==> config.mk <==
export PLATFORM = sky130hd
export DESIGN_NAME = mem_io_ctrl
export DESIGN_NICKNAME = d
export VERILOG_FILES = /design/src/rtl/mem_io_ctrl.sv
export SDC_FILE = /design/constraint.sdc
export NUM_CORES = 1
export LEC_CHECK = 0
export CAP_MARGIN = 30
export CORE_MARGIN = 8
export CORE_UTILIZATION = 50
export DETAILED_ROUTE_END_ITERATION = 8
export DONT_BUFFER_PORTS = 1
export PLACE_DENSITY = 0.75
export SETUP_SLACK_MARGIN = 0.1
export SYNTH_ARGS = -nofsm -noshare
export SYNTH_HDL_FRONTEND = slang
export SYNTH_SLANG_ARGS = --single-unit
==> constraint.sdc <==
create_clock -name Clk -period 5.15 [get_ports Clk]
set_input_delay 0.7725 -clock Clk [delete_from_list [all_inputs] [get_ports Clk]]
set_output_delay 0.7725 -clock Clk [all_outputs]
set_load 0.02 [all_outputs]
==> src/rtl/mem_io_ctrl.sv <==
// mem_io_ctrl
//   SRAM + memory-mapped I/O controller between the CPU datapath (MAR/MDR)
//   and the tristate SRAM pad. A req/ready handshake starts one access.
//   SRAM accesses get WAIT_CYCLES extra cycles, honour byte enables, and
//   address decode routes IO_ADDR (and IO_ADDR-1 when 8 hex digits are
//   present) to the switch / hex-display registers.
//
// Ports
//   Clk, RESET          clock; synchronous active-low reset
//   req, we, be, addr,  access request; all sampled only in IDLE
//   wdata
//   rdata, ready, busy  read data (held), one-cycle completion pulse, busy flag
//   Switches, hex_out   board switches in; hex digit nibbles out (digit 0 in [3:0])
//   CE,UB,LB,OE,WE      SRAM strobes, active-low, registered
//   ADDR                SRAM address (zero-extended CPU address)
//   Data_to_SRAM,       write data to / read data from the tristate pad
//   Data_from_SRAM
//   sram_drive          1 while the pad must be driven (write states only)
//
// The hex registers are 16-bit words; DATA_W is expected to be 16.

module mem_io_ctrl #(
    parameter int                DATA_W      = 16,
    parameter int                CPU_AW      = 16,
    parameter int                SRAM_AW     = 20,
    parameter int                WAIT_CYCLES = 0,
    parameter int                HEX_DIGITS  = 4,
    parameter logic [CPU_AW-1:0] IO_ADDR     = CPU_AW'(16'hFFFF)
) (
    input  logic                    Clk,
    input  logic                    RESET,
    input  logic                    req,
    input  logic                    we,
    input  logic [1:0]              be,
    input  logic [CPU_AW-1:0]       addr,
    input  logic [DATA_W-1:0]       wdata,
    output logic [DATA_W-1:0]       rdata,
    output logic                    ready,
    output logic                    busy,
    input  logic [DATA_W-1:0]       Switches,
    output logic [4*HEX_DIGITS-1:0] hex_out,
    output logic                    CE,
    output logic                    UB,
    output logic                    LB,
    output logic                    OE,
    output logic                    WE,
    output logic [SRAM_AW-1:0]      ADDR,
    output logic [DATA_W-1:0]       Data_to_SRAM,
    input  logic [DATA_W-1:0]       Data_from_SRAM,
    output logic                    sram_drive
);

    localparam int                HEX_W      = 16;
    localparam bit                HEX_WIDE   = (HEX_DIGITS == 8);
    localparam logic [3:0]        WAIT_N     = 4'(WAIT_CYCLES);
    localparam logic [CPU_AW-1:0] IO_HI_ADDR = IO_ADDR - 1'b1;

    typedef enum logic [2:0] {
        S_IDLE, S_RD, S_WR_SETUP, S_WR_PULSE, S_WR_HOLD, S_IO, S_DONE
    } state_t;

    // Request fields held for the duration of one access.
    typedef struct packed {
        logic              we;
        logic [1:0]        be;
        logic              io_hi;
        logic [DATA_W-1:0] wdata;
    } req_t;

    state_t           state, state_d;
    req_t             cur;
    logic [3:0]       cnt;
    logic [HEX_W-1:0] hex_lo, hex_hi;

    logic cnt_last, io_lo_hit, io_hi_hit;
    logic ce_d, ub_d, lb_d, oe_d, we_d, drive_d;
    logic [1:0] be_nx;

    assign cnt_last  = (cnt == WAIT_N);
    assign io_lo_hit = (addr == IO_ADDR);
    // Below IO_ADDR is only decoded when the upper hex word exists;
    // otherwise that address falls through to SRAM.
    assign io_hi_hit = HEX_WIDE && (addr == IO_HI_ADDR);

    assign ready = (state == S_DONE);
    assign busy  = (state != S_IDLE);

    generate
        if (HEX_WIDE) begin : g_hex8
            assign hex_out = {hex_hi, hex_lo};
        end else begin : g_hex4
            assign hex_out = hex_lo;
        end
    endgenerate

    always_ff @(posedge Clk) begin
        if (!RESET) state <= S_IDLE;
        else        state <= state_d;
    end

    // Next state plus next-cycle strobe values. Strobes are decoded from
    // the next state and registered, so the pad sees clean edges aligned
    // with the state they belong to.
    always_comb begin
        state_d = state;
        ce_d    = 1'b1;
        ub_d    = 1'b1;
        lb_d    = 1'b1;
        oe_d    = 1'b1;
        we_d    = 1'b1;
        drive_d = 1'b0;
        be_nx   = (state == S_IDLE) ? be : cur.be;

        case (state)
            S_IDLE:     if (req) state_d = (io_lo_hit || io_hi_hit) ? S_IO :
                                           (we ? S_WR_SETUP : S_RD);
            S_RD:       if (cnt_last) state_d = S_DONE;
            S_WR_SETUP: state_d = S_WR_PULSE;
            S_WR_PULSE: if (cnt_last) state_d = S_WR_HOLD;
            S_WR_HOLD:  state_d = S_DONE;
            S_IO:       state_d = S_DONE;
            S_DONE:     state_d = S_IDLE;
            default:    state_d = S_IDLE;
        endcase

        case (state_d)
            S_RD: begin
                ce_d = 1'b0;
                oe_d = 1'b0;
                ub_d = ~be_nx[1];
                lb_d = ~be_nx[0];
            end
            S_WR_SETUP, S_WR_PULSE, S_WR_HOLD: begin
                ce_d    = 1'b0;
                ub_d    = ~be_nx[1];
                lb_d    = ~be_nx[0];
                drive_d = 1'b1;
                we_d    = (state_d != S_WR_PULSE);
            end
            default: ;
        endcase
    end

    always_ff @(posedge Clk) begin
        if (!RESET) begin
            CE           <= 1'b1;
            UB           <= 1'b1;
            LB           <= 1'b1;
            OE           <= 1'b1;
            WE           <= 1'b1;
            sram_drive   <= 1'b0;
            ADDR         <= '0;
            Data_to_SRAM <= '0;
            rdata        <= '0;
            hex_lo       <= '0;
            hex_hi       <= '0;
            cnt          <= '0;
            cur          <= '0;
        end else begin
            CE         <= ce_d;
            UB         <= ub_d;
            LB         <= lb_d;
            OE         <= oe_d;
            WE         <= we_d;
            sram_drive <= drive_d;

            case (state)
                S_IDLE: if (req) begin
                    cur  <= '{we: we, be: be, io_hi: io_hi_hit, wdata: wdata};
                    ADDR <= SRAM_AW'(addr);
                    cnt  <= '0;
                    if (we && !(io_lo_hit || io_hi_hit)) Data_to_SRAM <= wdata;
                end
                S_RD: begin
                    // rdata is captured even with be==00; the byte lanes
                    // only gate what the SRAM drives, not the capture.
                    if (cnt_last) rdata <= Data_from_SRAM;
                    else          cnt   <= cnt + 4'd1;
                end
                S_WR_PULSE: if (!cnt_last) cnt <= cnt + 4'd1;
                S_IO: begin
                    if (cur.we) begin
                        if (cur.io_hi) hex_hi <= cur.wdata[HEX_W-1:0];
                        else           hex_lo <= cur.wdata[HEX_W-1:0];
                    end else begin
                        rdata <= cur.io_hi ? DATA_W'(hex_hi) : Switches;
                    end
                end
                default: ;
            endcase
        end
    end

endmodule
==> qor.yml <==
outcome:
  status: "finished, final reports clean"
route:
  vias_per_cell: 5.392
  avgRoutedWirePerCell_um: 16.99
  antenna_left: 0
  drt_wl_total_um: 8834
  drt_pre_antenna_iters: 4
  drt_iter0_drc: 80
  num_vias: 2804
  drc: 0
global_routing:
  grt_max_degree: 94
  grt_pass1_wl_um: 14120
  grt_overflow: 0
  track_usage_pct: 15.51
  grt_pass1_vias: 2702
  antenna_found_initial: 0
synth:
  async_flop_share_pct: 0
  netlist_top_cells_area: "dfxtp_1 48%, nand2_1 11%, a21boi_0 9.4%, mux2i_1 8.8%, o211a_1 4.0%"
  syn_area_per_cell_um2: 9.343
  synth_edf_count: 0
  muxShareOfSynthArea_pct: 8.802
  yosysSeqAreaShare_pct: 48.29
  synth_top_family_by_area: "simple AND/OR/NAND/NOR gates"
  ys_types: 36
  yosys-top-cells-count: "121 x nand2_1, 96 x dfxtp_1, 50 x a21boi_0"
  synth.largest_area_cell: "dfxtp_1"
  synthCells: 426
  yosys.area.top_type_share_pct: 48.29
  yosysWarnings: 0
  synthSimpleGateAreaFrac_pct: 21.47
  yosysMostFrequentCell: "nand2_1"
  synth-xor-area-share_pct: 0.4401
  synth_compound_area_share_pct: 15.40
  syn-cell-area_um2: 3980
  ys_seq_elements: 96
  synth-adder-area-share_pct: 0.6287
  synth_ff_type: "dfxtp_1"
placement:
  place_ws_ns: 2.410
  place_congestion: 0.8092
  portBuffers: 0
  place_area_um2: 3988
  dp_cells: 503
  hpwl_um: 6413
finish:
  regArea_um2: 1922
  num_antenna_cells: 0
  final.fill_count: 733
  drive_gt1_share_pct: 7.656
  fin_nets: 485
  multi_input_area_um2: 1882
  final_area_um2: 4217
  area_growth_pct: 5.941
  layout.cells.non_filler: 520
clock_network:
  post_cts_resized: 0
  post-cts-setup-buffer-count: 0
  cts-buffers-inserted: 9
  cts_root_buf: "clkbuf_8"
  clock_sink_count: 96
  hold_buffers: 0
  clock_latency_ns: 0.35
  h-tree-depth: 3
  cts.clk_slew.worst_paths_ns: 0.09
  cts_buffer_depth: 2
  cts_tree: "done"
sta:
  fin_worst_skew_ns: 0.01101
  hold_violations: 0
  rsz0062_at_grt: "false"
  period_needed_ns: 2.394
  worst_slack_ns: 2.756
  whs_ns: 0.4646
  fin_tns_setup_ns: 0
  max_slew_margin_pct: 55.74
  maxSlewViolCount: 0
  fin_crit_sh_pct: 46.49
  setup_viol: 0
  worst_slew_pin_slew_ns: 0.6611
  fmax_mhz: 417.7
power_and_ir_drop:
  power_density_nw_per_um2: 425.2
  p_leak_uw: 0.001743
  peakVddDrop_mv: 0.1881
worst_setup_path:
  worstPathArrival_ns: 1.62
  startpoint_type: "register"
  critPathKind: "reg2out"
  cp_max_fo: 10
  crit_path_end_kind: "output pin"
  r2r-start: "state[2]$_SDFF_PN0_"
  cp-startpoint: "state[2]$_SDFF_PN0_"
  crit_required_ns: 4.38
die:
  io_pins: 146
  die_x_um: 105.2
  design.core.area_um2: 7727
  initial_core_util_pct: 51.51
  dieHeight_um: 105.2
  rows: 32
  die-area_um2: 11070
run:
  cap_violations: 0
min_path:
  hold_start: "cur[4]$_SDFFE_PN0P_"
  hp-class: "reg2reg"
-- sequential cells by signal (all words and copies together), names as in the netlist --
name          count
cur              19
Data_to_SRAM     16
CE                1
state             3
UB                1
LB                1
WE                1
ADDR             16
rdata            16
OE                1
cnt               4
hex_out          16
sram_drive        1
-- layout by cell type (no fill, tap or decap), types with 2 or more instances in the layout --
cell,instances
a21boi_0,50
a21oi_1,4
buf_4,3
buf_8,2
clkbuf_8,11
clkinvlp_4,2
conb_1,4
dfxtp_1,96
ha_1,2
inv_1,5
mux2i_1,35
nand2_1,121
nand2b_1,2
nand3_1,2
nand4_1,6
nor2_1,5
nor2b_1,23
nor3_1,4
o211a_1,16
or2_1,3
or2_2,2
xor2_1,2
-- critical path, cell delays in order (launching register included) --
cell and delay, ns:
dfxtp_1 0.43, nor3_1 0.57, inv_1 0.27
-- area by class of cell --
| cell class | instances | area share (%) |
|---|---|---|
| Multi-Input combinational cell | 296 | 44.63 |
| Clock buffer | 11 | 3.591 |
| Inverter | 5 | 0.4451 |
| Timing Repair Buffer | 5 | 1.246 |
| Sequential cell | 96 | 45.58 |
| Clock inverter | 5 | 1.484 |
| Tap cell | 102 | 3.027 |
-- through the flow --
step,util [%],power (µW)
2_1_floorplan,-,1241
3_3_place_gp,51.31,1283
3_5_place_dp,51.60,1299
4_1_cts,54.37,1816
5_1_grt,54.57,1896
6_report,54.57,1793
-- path summary, 6_finish.rpt --
kind,to,slack (ns),depth (start not counted)
hold / removal,hex_out[4]$_SDFFE_PN0P_,0.46,2
setup / recovery,busy,2.76,2
hold reg to reg,hex_out[4]$_SDFFE_PN0P_,0.46,2
setup reg to reg,LB$_SDFF_PN1_,2.88,5
-- per-layer routing --
metal	vias up	GRT usage [%]	routed length, µm
li1	1383	-	-
met1	1324	17.63	3589
met2	87	25.49	4364
met3	10	6.516	769
met4	0	5.607	110
met5	-	0	0
-- logic make-up (layout without fill, tap and decap cells) --
logic type,after synthesis,in the layout
fa+ha+maj,2,2
buf+inv,37,26
flops,96,96
mux,35,35
simple gates,177,177
compound gates,76,76
xor+xnor,2,2
other cells,1,4
-- power breakdown --
part	internal (µW)	total, µW	switching, µW
clock	254	515	261
combinational	126	296	170
sequential	833	982	149
Power figures use the tool's default switching activity.
